[src/rtl/msf_pkg.sv]
// Shared MSF definitions used by the encoder and decoder-side blocks:
// FSM state encodings, slot indices within a second and the symbol layout.
package msf_pkg;

    typedef enum logic [2:0] {
        ST_IDLE   = 3'd0,
        ST_MINUTE = 3'd1,
        ST_MARK   = 3'd2,
        ST_BIT_A  = 3'd3,
        ST_BIT_B  = 3'd4,
        ST_TAIL   = 3'd5
    } msf_state_t;

    localparam int SLOTS_PER_SECOND = 10;
    localparam int SLOT_W           = 4;

    localparam logic [SLOT_W-1:0] SLOT_MARK       = 4'd0;
    localparam logic [SLOT_W-1:0] SLOT_BIT_A      = 4'd1;
    localparam logic [SLOT_W-1:0] SLOT_BIT_B      = 4'd2;
    localparam logic [SLOT_W-1:0] SLOT_MINUTE_END = 4'd4;
    localparam logic [SLOT_W-1:0] SLOT_LAST       = 4'(SLOTS_PER_SECOND - 1);

    // One second's worth of information: minute marker flag or the A/B bits.
    typedef struct packed {
        logic is_00;
        logic bit_a;
        logic bit_b;
    } msf_symbol_t;

    // Slot index that follows the given one, wrapping after the last slot.
    function automatic logic [SLOT_W-1:0] next_slot(input logic [SLOT_W-1:0] slot);
        return (slot == SLOT_LAST) ? SLOT_MARK : slot + 4'd1;
    endfunction

endpackage

[src/rtl/msf_encoder_if.sv]
// Symbol handshake between a time-code source and the MSF encoder.
interface msf_encoder_if;

    logic       bits_valid_i;
    logic       bits_is_second_00_i;
    logic [1:0] bits_data_i;
    logic       bits_ready_o;

    modport master (
        output bits_valid_i,
        output bits_is_second_00_i,
        output bits_data_i,
        input  bits_ready_o
    );

    modport slave (
        input  bits_valid_i,
        input  bits_is_second_00_i,
        input  bits_data_i,
        output bits_ready_o
    );

endinterface

[src/rtl/msf_slot_timer.sv]
// Prescaler and slot counter for the MSF encoder. Both are held at zero while
// disabled so the first enabled cycle is always slot 0, prescaler 0.
module msf_slot_timer
    import msf_pkg::*;
#(
    parameter int CLKS_PER_SLOT = 1000
) (
    input  logic              clk_i,
    input  logic              rst_i,
    input  logic              enable,
    output logic [SLOT_W-1:0] slot,
    output logic              slot_end,
    output logic              second_end
);

    localparam int PW = (CLKS_PER_SLOT > 1) ? $clog2(CLKS_PER_SLOT) : 1;
    localparam logic [PW-1:0] PRESCALE_LAST = PW'(CLKS_PER_SLOT - 1);

    logic [PW-1:0] prescaler;

    assign slot_end   = enable && (prescaler == PRESCALE_LAST);
    assign second_end = slot_end && (slot == SLOT_LAST);

    // Count clocks within a slot and slots within a second, both wrapping.
    always_ff @(posedge clk_i) begin
        if (rst_i || !enable) begin
            prescaler <= '0;
            slot      <= SLOT_MARK;
        end else if (prescaler == PRESCALE_LAST) begin
            prescaler <= '0;
            slot      <= next_slot(slot);
        end else begin
            prescaler <= prescaler + PW'(1);
        end
    end

endmodule

[src/rtl/msf_encoder.sv]
// MSF time-signal encoder: takes one symbol per second through a one-entry
// buffer and produces the carrier on/off pattern, ten slots per second.
module msf_encoder
    import msf_pkg::*;
#(
    parameter int CLKS_PER_SLOT = 1000
) (
    input  logic          clk_i,
    input  logic          rst_i,
    msf_encoder_if.slave  bits,
    output logic          data_o,
    output logic          second_start_o,
    output logic          underrun_o
);

    msf_state_t        state;
    msf_symbol_t       buffer;
    msf_symbol_t       incoming;
    logic              buf_empty;
    logic              cur_a;
    logic              cur_b;
    logic              accept;
    logic              start_second;
    logic [SLOT_W-1:0] slot;
    logic              slot_end;
    logic              second_end;

    msf_slot_timer #(
        .CLKS_PER_SLOT(CLKS_PER_SLOT)
    ) u_timer (
        .clk_i     (clk_i),
        .rst_i     (rst_i),
        .enable    (state != ST_IDLE),
        .slot      (slot),
        .slot_end  (slot_end),
        .second_end(second_end)
    );

    assign incoming.is_00    = bits.bits_is_second_00_i;
    assign incoming.bit_a    = bits.bits_data_i[1];
    assign incoming.bit_b    = bits.bits_data_i[0];
    assign bits.bits_ready_o = buf_empty;
    assign accept            = bits.bits_valid_i && buf_empty;
    // From idle a full buffer kicks off transmission; afterwards seconds
    // follow each other back to back on the timer's boundary strobe.
    assign start_second      = (state == ST_IDLE) ? !buf_empty : second_end;

    // One-entry symbol buffer: filled on a transfer, emptied when a second
    // starts. A transfer landing on the boundary edge waits for the next second.
    always_ff @(posedge clk_i) begin
        if (rst_i) begin
            buf_empty <= 1'b1;
            buffer    <= '0;
        end else if (accept) begin
            buf_empty <= 1'b0;
            buffer    <= incoming;
        end else if (start_second) begin
            buf_empty <= 1'b1;
        end
    end

    // Slot sequencer with registered carrier output and boundary pulses.
    always_ff @(posedge clk_i) begin
        if (rst_i) begin
            state          <= ST_IDLE;
            data_o         <= 1'b1;
            second_start_o <= 1'b0;
            underrun_o     <= 1'b0;
            cur_a          <= 1'b0;
            cur_b          <= 1'b0;
        end else begin
            second_start_o <= 1'b0;
            underrun_o     <= 1'b0;
            if (start_second) begin
                second_start_o <= 1'b1;
                underrun_o     <= buf_empty;
                data_o         <= 1'b0;
                if (!buf_empty && buffer.is_00) begin
                    state <= ST_MINUTE;
                end else begin
                    state <= ST_MARK;
                    cur_a <= buf_empty ? 1'b0 : buffer.bit_a;
                    cur_b <= buf_empty ? 1'b0 : buffer.bit_b;
                end
            end else if (slot_end) begin
                case (state)
                    ST_MINUTE: begin
                        if (slot == SLOT_MINUTE_END) begin
                            state  <= ST_TAIL;
                            data_o <= 1'b1;
                        end
                    end
                    ST_MARK: begin
                        state  <= ST_BIT_A;
                        data_o <= !cur_a;
                    end
                    ST_BIT_A: begin
                        state  <= ST_BIT_B;
                        data_o <= !cur_b;
                    end
                    ST_BIT_B: begin
                        state  <= ST_TAIL;
                        data_o <= 1'b1;
                    end
                    default: begin
                        data_o <= 1'b1;
                    end
                endcase
            end
        end
    end

endmodule

[src/flat_wrapper.sv]
// flat-port wrapper written by rule: the top's interface ports become plain ports
module msf_encoder_flat import msf_pkg::*;
#(
    parameter int CLKS_PER_SLOT = 1000
)
  (clk_i, rst_i, data_o, second_start_o, underrun_o, bits_bits_valid_i, bits_bits_is_second_00_i, bits_bits_data_i, bits_bits_ready_o);
  msf_encoder_if bits_i ();
  input  logic clk_i;
  input  logic rst_i;
  output logic data_o;
  output logic second_start_o;
  output logic underrun_o;
  input wire logic [$bits(bits_i.bits_valid_i)-1:0] bits_bits_valid_i;
  input wire logic [$bits(bits_i.bits_is_second_00_i)-1:0] bits_bits_is_second_00_i;
  input wire logic [$bits(bits_i.bits_data_i)-1:0] bits_bits_data_i;
  output wire logic [$bits(bits_i.bits_ready_o)-1:0] bits_bits_ready_o;
  assign bits_i.bits_valid_i = bits_bits_valid_i;
  assign bits_i.bits_is_second_00_i = bits_bits_is_second_00_i;
  assign bits_i.bits_data_i = bits_bits_data_i;
  assign bits_bits_ready_o = bits_i.bits_ready_o;
  msf_encoder #(.CLKS_PER_SLOT(CLKS_PER_SLOT)) u_core (.clk_i(clk_i), .rst_i(rst_i), .bits(bits_i), .data_o(data_o), .second_start_o(second_start_o), .underrun_o(underrun_o));
endmodule
[config.mk]
export PLATFORM = sky130hd
export DESIGN_NAME = msf_encoder_flat
export DESIGN_NICKNAME = d
export VERILOG_FILES = /design/src/rtl/msf_pkg.sv /design/src/rtl/msf_encoder_if.sv /design/src/rtl/msf_slot_timer.sv /design/src/rtl/msf_encoder.sv /design/src/flat_wrapper.sv
export SDC_FILE = /design/constraint.sdc
export NUM_CORES = 1
export LEC_CHECK = 0
export CAP_MARGIN = 20
export CELL_PAD_IN_SITES_DETAIL_PLACEMENT = 0
export CELL_PAD_IN_SITES_GLOBAL_PLACEMENT = 1
export CORE_UTILIZATION = 30
export DETAILED_ROUTE_END_ITERATION = 6
export PLACE_DENSITY_LB_ADDON = 0.1
export SYNTH_ARGS = -nofsm -noshare
export SYNTH_HDL_FRONTEND = slang
export SYNTH_SLANG_ARGS = --single-unit
[constraint.sdc]
create_clock -name clk_i -period 1.85 [get_ports clk_i]
set_input_delay 0.37 -clock clk_i [delete_from_list [all_inputs] [get_ports clk_i]]
set_output_delay 0.37 -clock clk_i [all_outputs]
set_load 0.02 [all_outputs]
Yosys cells after proc, flatten, opt, wreduce, memory -nomap -nowiden
Cells that the tools add are included.

cells by class
  add/subtract/negate cells = 2
  eq/ne operators = 8
  mux-type cells = 16
  bitwise operators = 2
  reduce and logical (&&, ||, !) cells = 19

operators by type and width
  operator               count
  $pmux 3 s4             1
  $add 10x1->10 const B  1
  $eq 10x10->1 const B   1
  $mux 1                 9
  $mux 3                 3
  $eq 3x2->1 const B     2
  $reduce_bool 5->1      1
  $add 4x1->4 const B    1
  $eq 4x3->1 const B     1
  $eq 4x4->1 const B     1
  $logic_and 1x1->1      4
  $logic_not 1->1        4
  $mux 4                 1
  $reduce_and 2->1       2
  $reduce_bool 2->1      2
  $reduce_or 2->1        2
  $eq 3x1->1 const B     1
  $eq 3x3->1 const B     1
  $logic_not 3->1        1
  $ne 3x1->1 const B     1
  $pmux 1 s3             1
  $reduce_and 3->1       1
  $reduce_bool 3->1      1
  $mux 2                 1
  2 further kinds        3

storage, ports and cells
  register bits after elaboration = 26
  input bits = 6
  output and inout bits = 4
  word-level logic and storage cells = 59

Logic depth before layout (Yosys ltp)
  depth in word-level cells = 6
  mapped depth = 7
  gate-level depth less buffers = 5

Modules after synthesis
Synthesis repeated with hierarchy kept, for this count alone.

unflattened totals
  cell total of the unflattened synthesis = 141
  area total of the unflattened synthesis = 1282.5 um^2

modules (own cells, without submodules)
  module          instances  cells each  area an instance (um^2)  seq. area each (um^2)
  msf_slot_timer  1          72          655.6                    280.3
  msf_encoder     1          69          626.9                    240.2

Least setup slack after synthesis
No wires, ideal clock.

  kind = reg-to-reg
  start = register u_core.state[0]
  end = register u_core.state[1]
  setup time = 0.121 ns
  arrival = 1.452 ns
  data required time = 1.729 ns
  path slack = 0.277 ns
  cell stages (with the launch flop) = 7
  clock period less this slack = 1.573 ns
  path through = dfxtp_1 buf_6 or3_1 buf_6 nor2_8 o21bai_4 mux2_4

between the ends
  cells in the longest elaborated chain, start to end = 6
  elaborated cells on any way between the ends = 16
  classes of those cells = 5 x eq/ne; 4 x mux; 7 x reduce/logical

RTL lines
  element                                              line                  source
  start, declared                                      msf_encoder.sv:16     msf_state_t state;
  start signal, assigned                               msf_encoder.sv:65     state <= ST_IDLE;
  start signal, assigned                               msf_encoder.sv:79     state <= ST_MINUTE;
  start signal, assigned                               msf_encoder.sv:81     state <= ST_MARK;
  $reduce_bool 3->1                                    msf_encoder.sv:33     .enable (state != ST_IDLE),
  $logic_and 1x1->1                                    msf_slot_timer.sv:21  assign slot_end = enable && (prescaler == PRESCALE_LAST);
  $logic_and 1x1->1                                    msf_slot_timer.sv:22  assign second_end = slot_end && (slot == SLOT_LAST);
  $mux 1                                               msf_encoder.sv:46     assign start_second = (state == ST_IDLE) ? !buf_empty : second_end;
  $ne 3x1->1 (no source line) (tied with other cells)  -
  $reduce_and 3->1 (no source line)                    -

Several ways; a longest one is shown, not always the timed one. The select of a mux whose other input is x is not followed.
A chain may end at the register's enable or synchronous reset.

Worst setup path in the final report
  start = register u_core.buf_empty (netlist: u_core.bits.bits_ready_o)
  end = output port bits_bits_ready_o

RTL lines
  element                 line                source
  start, declared         msf_encoder.sv:19   logic buf_empty;
  start signal, assigned  msf_encoder.sv:52   buf_empty <= 1'b1;
  start signal, assigned  msf_encoder.sv:55   buf_empty <= 1'b0;
  start signal, assigned  msf_encoder.sv:58   buf_empty <= 1'b1;
  end, declared           flat_wrapper.sv:16  output wire logic [$bits(bits_i.bits_ready_o)-1:0] bits_bits_ready_o;

No word-level cell between the ends.

==> reports/metrics.csv <==
stage,metric,value,unit
hold_path,HP Start,u_core.u_timer.prescaler[0],
die,overall die width,68.4,um
finish,fin cells,217,
die,Initial Util,0.321,
worst_setup_path,"Largest stage delay, worst path",0.65,ns
finish,Final nets,175,
grt,total global routing overflow,0,
hold_path,Worst Hold Class,register to register,
placed_design,dpl hpwl,2.03,mm
timing,RSZ-0062 raised after global routing,false,
power,power density cells,757,mW/mm^2
timing,slew margin rel.,0.763,
timing,Fmax,0.572,GHz
timing,Worst-Margin Slew,0.355,ns
synth,Synth top area share,0.394,
grt,initial antenna violation count,0,
clocking,total CTS buffers,3,
worst_setup_path,WS Path Type,register to output port,
finish,fillers,425,
placed_design,PortBufs,9,
placed_design,Placed Instance Area,0.00149,mm^2
route,vias per inst,4.98,
synth,"Async S/R FF share, synth",0,
timing,"Hold Vio Cnt, Final",0,
grt,first-pass GRT wire length,4.82,mm
worst_setup_path,worst path cell trace,clkdlybuf4s50_1,
die,Die Span Y,68.4,um
placed_design,dpl ws,0.0783,ns
timing,setup_tns,0,ns
job,Max-cap violations,0,
worst_setup_path,critical path's top delay family,buffers and inverters,
synth,largest cells by area after synthesis,"dfxtp_1 39%, nor2_1 5.7%, xnor2_1 4.6%",
worst_setup_path,critical path endpoint category,output port,
hold_path,hold path depth,1,
timing,"Slew Viols, Final",0,
die,full die area,0.00468,mm^2
finish,n_diodes,0,
route,routed wire length,2.70,mm
finish,ratio of cells with drive above 1 in the final layout,0.162,
status,outcome,completed,
worst_setup_path,crit-path max FO,7,
timing,fin crit share,0.945,
synth,number of distinct library cells after synthesis,45,
synth,Synth Net Count,157,
worst_setup_path,"Slowest-stage cell, CP",clkdlybuf4s50_1,
placed_design,placed cells,213,
synth,"Top FF cell, synth",dfxtp_1,
synth,#FFs+latches synth,26,
grt,vias in the first global route,1025,
worst_setup_path,CP startpoint kind,register,
worst_setup_path,Crit path depth,1,
synth,Mapped Area,0.00132,mm^2
worst_setup_path,reg2reg start,u_core.u_timer.prescaler[0],
die,Core ar.,0.00412,mm^2
worst_setup_path,crit path from,u_core.bits.bits_ready_o,
power,Clock power frac,0.317,
finish,Area growth syn-to-layout,17.1,%
power,Sw Ratio,0.259,
synth,proportion of synthesized chip area in sequential cells,0.394,
finish,"commonest non-fill, non-tap cell in the layout",dfxtp_1,
timing,post-layout min period,1.75,ns
synth,Post-Syn Area per Cell,8.82,um^2
route,DRT Pass-1 Iters,4,
route,antenna-violating nets left,0,
clocking,H-tree depth,1,
power,sequential group share of total power,0.507,
synth,cell count after synthesis,150,
power,Comb pwr share,0.177,
synth,total number of yosys warnings,0,
worst_setup_path,Worst Path Buf+Inv,1,
power,Pleak,0.000576,uW
synth,leading area contributor after synthesis,dfxtp_1,
worst_setup_path,CP arrival,1.38,ns
power,Max VDD drop,0.435,mV
power,Pint,869,uW
clocking,root buffer cell,clkbuf_8,
route,DR vias,1080,
route,1st-iter DRT viols,74,
clocking,CTS tree,built,
route,drc violations,0,
finish,"Design Area, Final",0.00155,mm^2
worst_setup_path,R2R cell count,6,
clocking,Clock Tree Buf Depth,2,
route,wire length per cell,12.4,um
placed_design,Routability Congestion,0.743,
timing,worst setup margin,0.102,ns
finish,most frequent cells in the layout,"26 x dfxtp_1, 20 x nor2_1, 13 x nand2_1",
grt,largest net degree at the start of global routing,15,
finish,Util after Layout,0.376,
clocking,clock sink count,26,
worst_setup_path,CP required,1.48,ns
synth,Post-synth EDFFs,0,
grt,Tot GR Track Use,0.139,
clocking,Skew-Pair Late Insertion Delay,0.27,ns
timing,Worst Skew,0.00302,ns
power,P_sw,304,uW
timing,endpoints failing setup,0,
die,Cell Rows,23,
clocking,clk slew on worst S/H paths,0.09,ns
die,I/O pin count,10,
layer usage:
layer	GRT usage	vias up	wire length, um
met5	0	-	0
met4	0.0313	0	17
met2	0.229	29	1260
li1	-	561	-
met3	0.0350	2	103
met1	0.180	488	1330
Yosys cell counts, types with 2 or more instances:
cell      instances
o21ai_1           2
nor2b_1           2
mux2i_1           2
nand3_1           6
buf_6             2
a31oi_1           4
a21oi_1           8
buf_2             2
o32ai_1           3
nor2_1           20
o21ai_0           2
and3_1            2
xnor2_1           7
or3_1             3
o22ai_1           2
nor3_1            5
xor2_1            3
nand2_1          13
clkbuf_8          2
inv_1            10
dfxtp_1          26
power groups by stage:
stage          registers, uW  clock network [uW]  logic, uW
2_1_floorplan            615                   0        143
3_3_place_gp             607                   0        210
3_5_place_dp             608                   0        207
4_1_cts                  595                 391        208
5_1_grt                  598                 412        227
6_report                 594                 371        207
final cells by class:
cell class                 count  area, um^2  area share
clock buffer                   4        55.1      0.0355
sequential                    26         520       0.336
multi-input combinational    107         701       0.452
tap                           50        62.6      0.0404
timing repair buffer          20         173       0.111
inverter                      10        37.5      0.0242
repair_timing:
action	4_1_cts	5_1_grt
setup endpoints to repair	0	9
buffers inserted	0	0
hold buffers	0	0
resized for setup	0	2
final timing paths:
| check | endpoint | slack [ns] |
|---|---|---|
| worst min-delay path | u_core.u_timer.prescaler[0] | 0.46 |
| worst max-delay path | bits_bits_ready_o | 0.10 |
| worst min register to register | u_core.u_timer.prescaler[0] | 0.46 |
| worst max register to register | u_core.state[0] | 0.19 |
stage by stage:
step | power, uW | hold WS [ns]
5_1_grt | 1240 | 0.496
3_3_place_gp | 817 | 0.427
3_5_place_dp | 815 | 0.444
4_1_cts | 1190 | 0.466
2_1_floorplan | 758 | 0.418
6_report | 1170 | 0.458
sequential cells by signal (all words and copies together), names as in the netlist:
name and cells:
u_core.u_timer.prescaler 10, u_core.underrun_o 1, u_core.cur_b 1, u_core.data_o 1, u_core.buffer 3, u_core.cur_a 1, u_core.state 3, u_core.bits.bits_ready_o 1
u_core.u_timer.slot 4, u_core.second_start_o 1
cells by family after synthesis:
group | share of synthesized area
compound gates | 0.161
xor+xnor | 0.0662
fa+ha+maj | 0.00946
buf+inv | 0.0795
flops | 0.394
mux | 0.0265
simple gates | 0.264
No activity file was read; power rests on OpenSTA's default activity.
==> patch, RTL diff (same flow settings) <==
The 6 states of `msf_state_t` get a one-hot encoding in 6 bits.
--- a/src/rtl/msf_pkg.sv
+++ b/src/rtl/msf_pkg.sv
@@ -2,13 +2,13 @@
 // FSM state encodings, slot indices within a second and the symbol layout.
 package msf_pkg;
 
-    typedef enum logic [2:0] {
-        ST_IDLE   = 3'd0,
-        ST_MINUTE = 3'd1,
-        ST_MARK   = 3'd2,
-        ST_BIT_A  = 3'd3,
-        ST_BIT_B  = 3'd4,
-        ST_TAIL   = 3'd5
+    typedef enum logic [5:0] {
+        ST_IDLE   = 6'b000001,
+        ST_MINUTE = 6'b000010,
+        ST_MARK   = 6'b000100,
+        ST_BIT_A  = 6'b001000,
+        ST_BIT_B  = 6'b010000,
+        ST_TAIL   = 6'b100000
     } msf_state_t;
 
     localparam int SLOTS_PER_SECOND = 10;
Function: same outputs for any inputs over 10 cycles, from zero or initial values and one cycle with rst_i high; not proved beyond that.
==> patch against the unedited design <==
- synthesized area increased by 1.2%
- via count increased by 5.6%
- design area increased by 7.3%
- setup slack got worse by 0.0083 ns
- clock power increased by 40%
- routed wire length increased by 6.9%
- total power increased by 22%
- global-route usage increased by 0.35 points
- fmax decreased by 0.47%
- sequential cell count increased by 3
- critical path type is now flop to flop
- largest power group unchanged
==> patch: results (changes against the unedited design) <==
Num CTS Buffers=5 (was 3); synthesized net count=156 (was 157); max_slew headroom=76.5% (was 76.3%); H-tree levels=2 (was 1); Clock transition at path regs=0.06 ns (was 0.09 ns); synth top area cells=dfxtp_1 (43%), xor2_1 (5.2%), nor2_1 (4.8%) (was dfxtp_1 (39%), nor2_1 (5.7%), xnor2_1 (4.6%)); Compound-Gate Fraction of Synth Area=12.7% (was 16.1%); Worst path max stage delay=0.47 ns (was 0.65 ns); Hold EP=u_core.buffer[1] (was u_core.u_timer.prescaler[0]); hold path cells=2 (was 1); first-pass GRT wire length=4.80 mm (was 4.82 mm); xor/xnor share of the synthesized area=6.54% (was 6.62%); dpl ws=0.107 ns (was 0.0783 ns); worst path arrival time=1.96 ns (was 1.38 ns); reg2reg setup slack=0.09 ns (was 0.19 ns); outcome=finished clean (unchanged); Final Skew=0.00448 ns (was 0.00302 ns); Worst Path Max Fanout=6 (was 7); vias in the first global route=1048 (was 1025); DR vias=1140 (was 1080); cell count after synthesis=149 (was 150); commonest cells in the netlist=dfxtp_1 (29), nor2_1 (17), a21oi_1 (11), nand3_1 (11), nand2_1 (10) (was dfxtp_1 (26), nor2_1 (20), nand2_1 (13)); share of layout cells above drive strength 1=13.9% (was 16.2%); worst r2r path cells=5 (was 6); WL final=2.89 mm (was 2.70 mm)
## patch: what timing repair did
action / CTS / global route
resized for setup: 0 / 1
hold buffers: 0 / 0
endpoints found under the setup margin: 0 / 1
## patch: metrics by stage
step	area, sq um	utilization (%)	hold WS [ns]
6_report	1660	40.1	0.468
5_1_grt	1660	40.1	0.480
4_1_cts	1660	40.1	0.471
3_5_place_dp	1580	38.0	0.463
3_3_place_gp	1580	38.0	0.454
2_1_floorplan	1340	-	0.437
## patch: routing by layer
metal	share of wire, %	vias to the layer above	global-route usage, %
met4	0.87	0	6.89
li1	-	592	-
met2	44	9	21.3
met1	52	537	18.2
met3	2.3	2	4.93
met5	0	-	0
## patch: layout make-up
| type | count | area [sq um] |
|---|---|---|
| Multi-Input combinational cell | 115 | 739 |
| Tap cell | 50 | 62.6 |
| Clock buffer | 7 | 86.3 |
| Fill cell | 447 | 2480 |
| Timing Repair Buffer | 20 | 185 |
| Inverter | 2 | 7.51 |
| Sequential cell | 29 | 582 |
## patch: cells by family after synthesis
group	count (synthesis)
mux	1
buf+inv	5
xor+xnor	10
simple gates	77
flops	29
fa+ha+maj	1
compound gates	26
## patch: worst max-delay path, delay by kind of cell, from the launching register on
family | cells | cell delay (ns)
and+or+nand+nor | 2 | 0.57
AOI/OAI and AO/OA | 2 | 0.49
xor gates and xnor gates | 1 | 0.15
DFF | 1 | 0.47
## patch: worst max path at each step
stage,slack (ns),cells after the start,endpoint
after floorplan,0.17,5,u_core.state[1]
after global placement,0.13,3,u_core.u_timer.prescaler[7]
after detailed placement,0.11,5,u_core.state[2]
after CTS,0.09,5,u_core.state[2]
after global routing,0.0002,5,u_core.state[4]
final,0.09,5,u_core.state[4]
## patch: where the power goes
group	switching [uW]	total (uW)	internal, uW
clock network	224	518	294
logic	124	230	106
registers	27.4	679	652
total	375	1430	1050
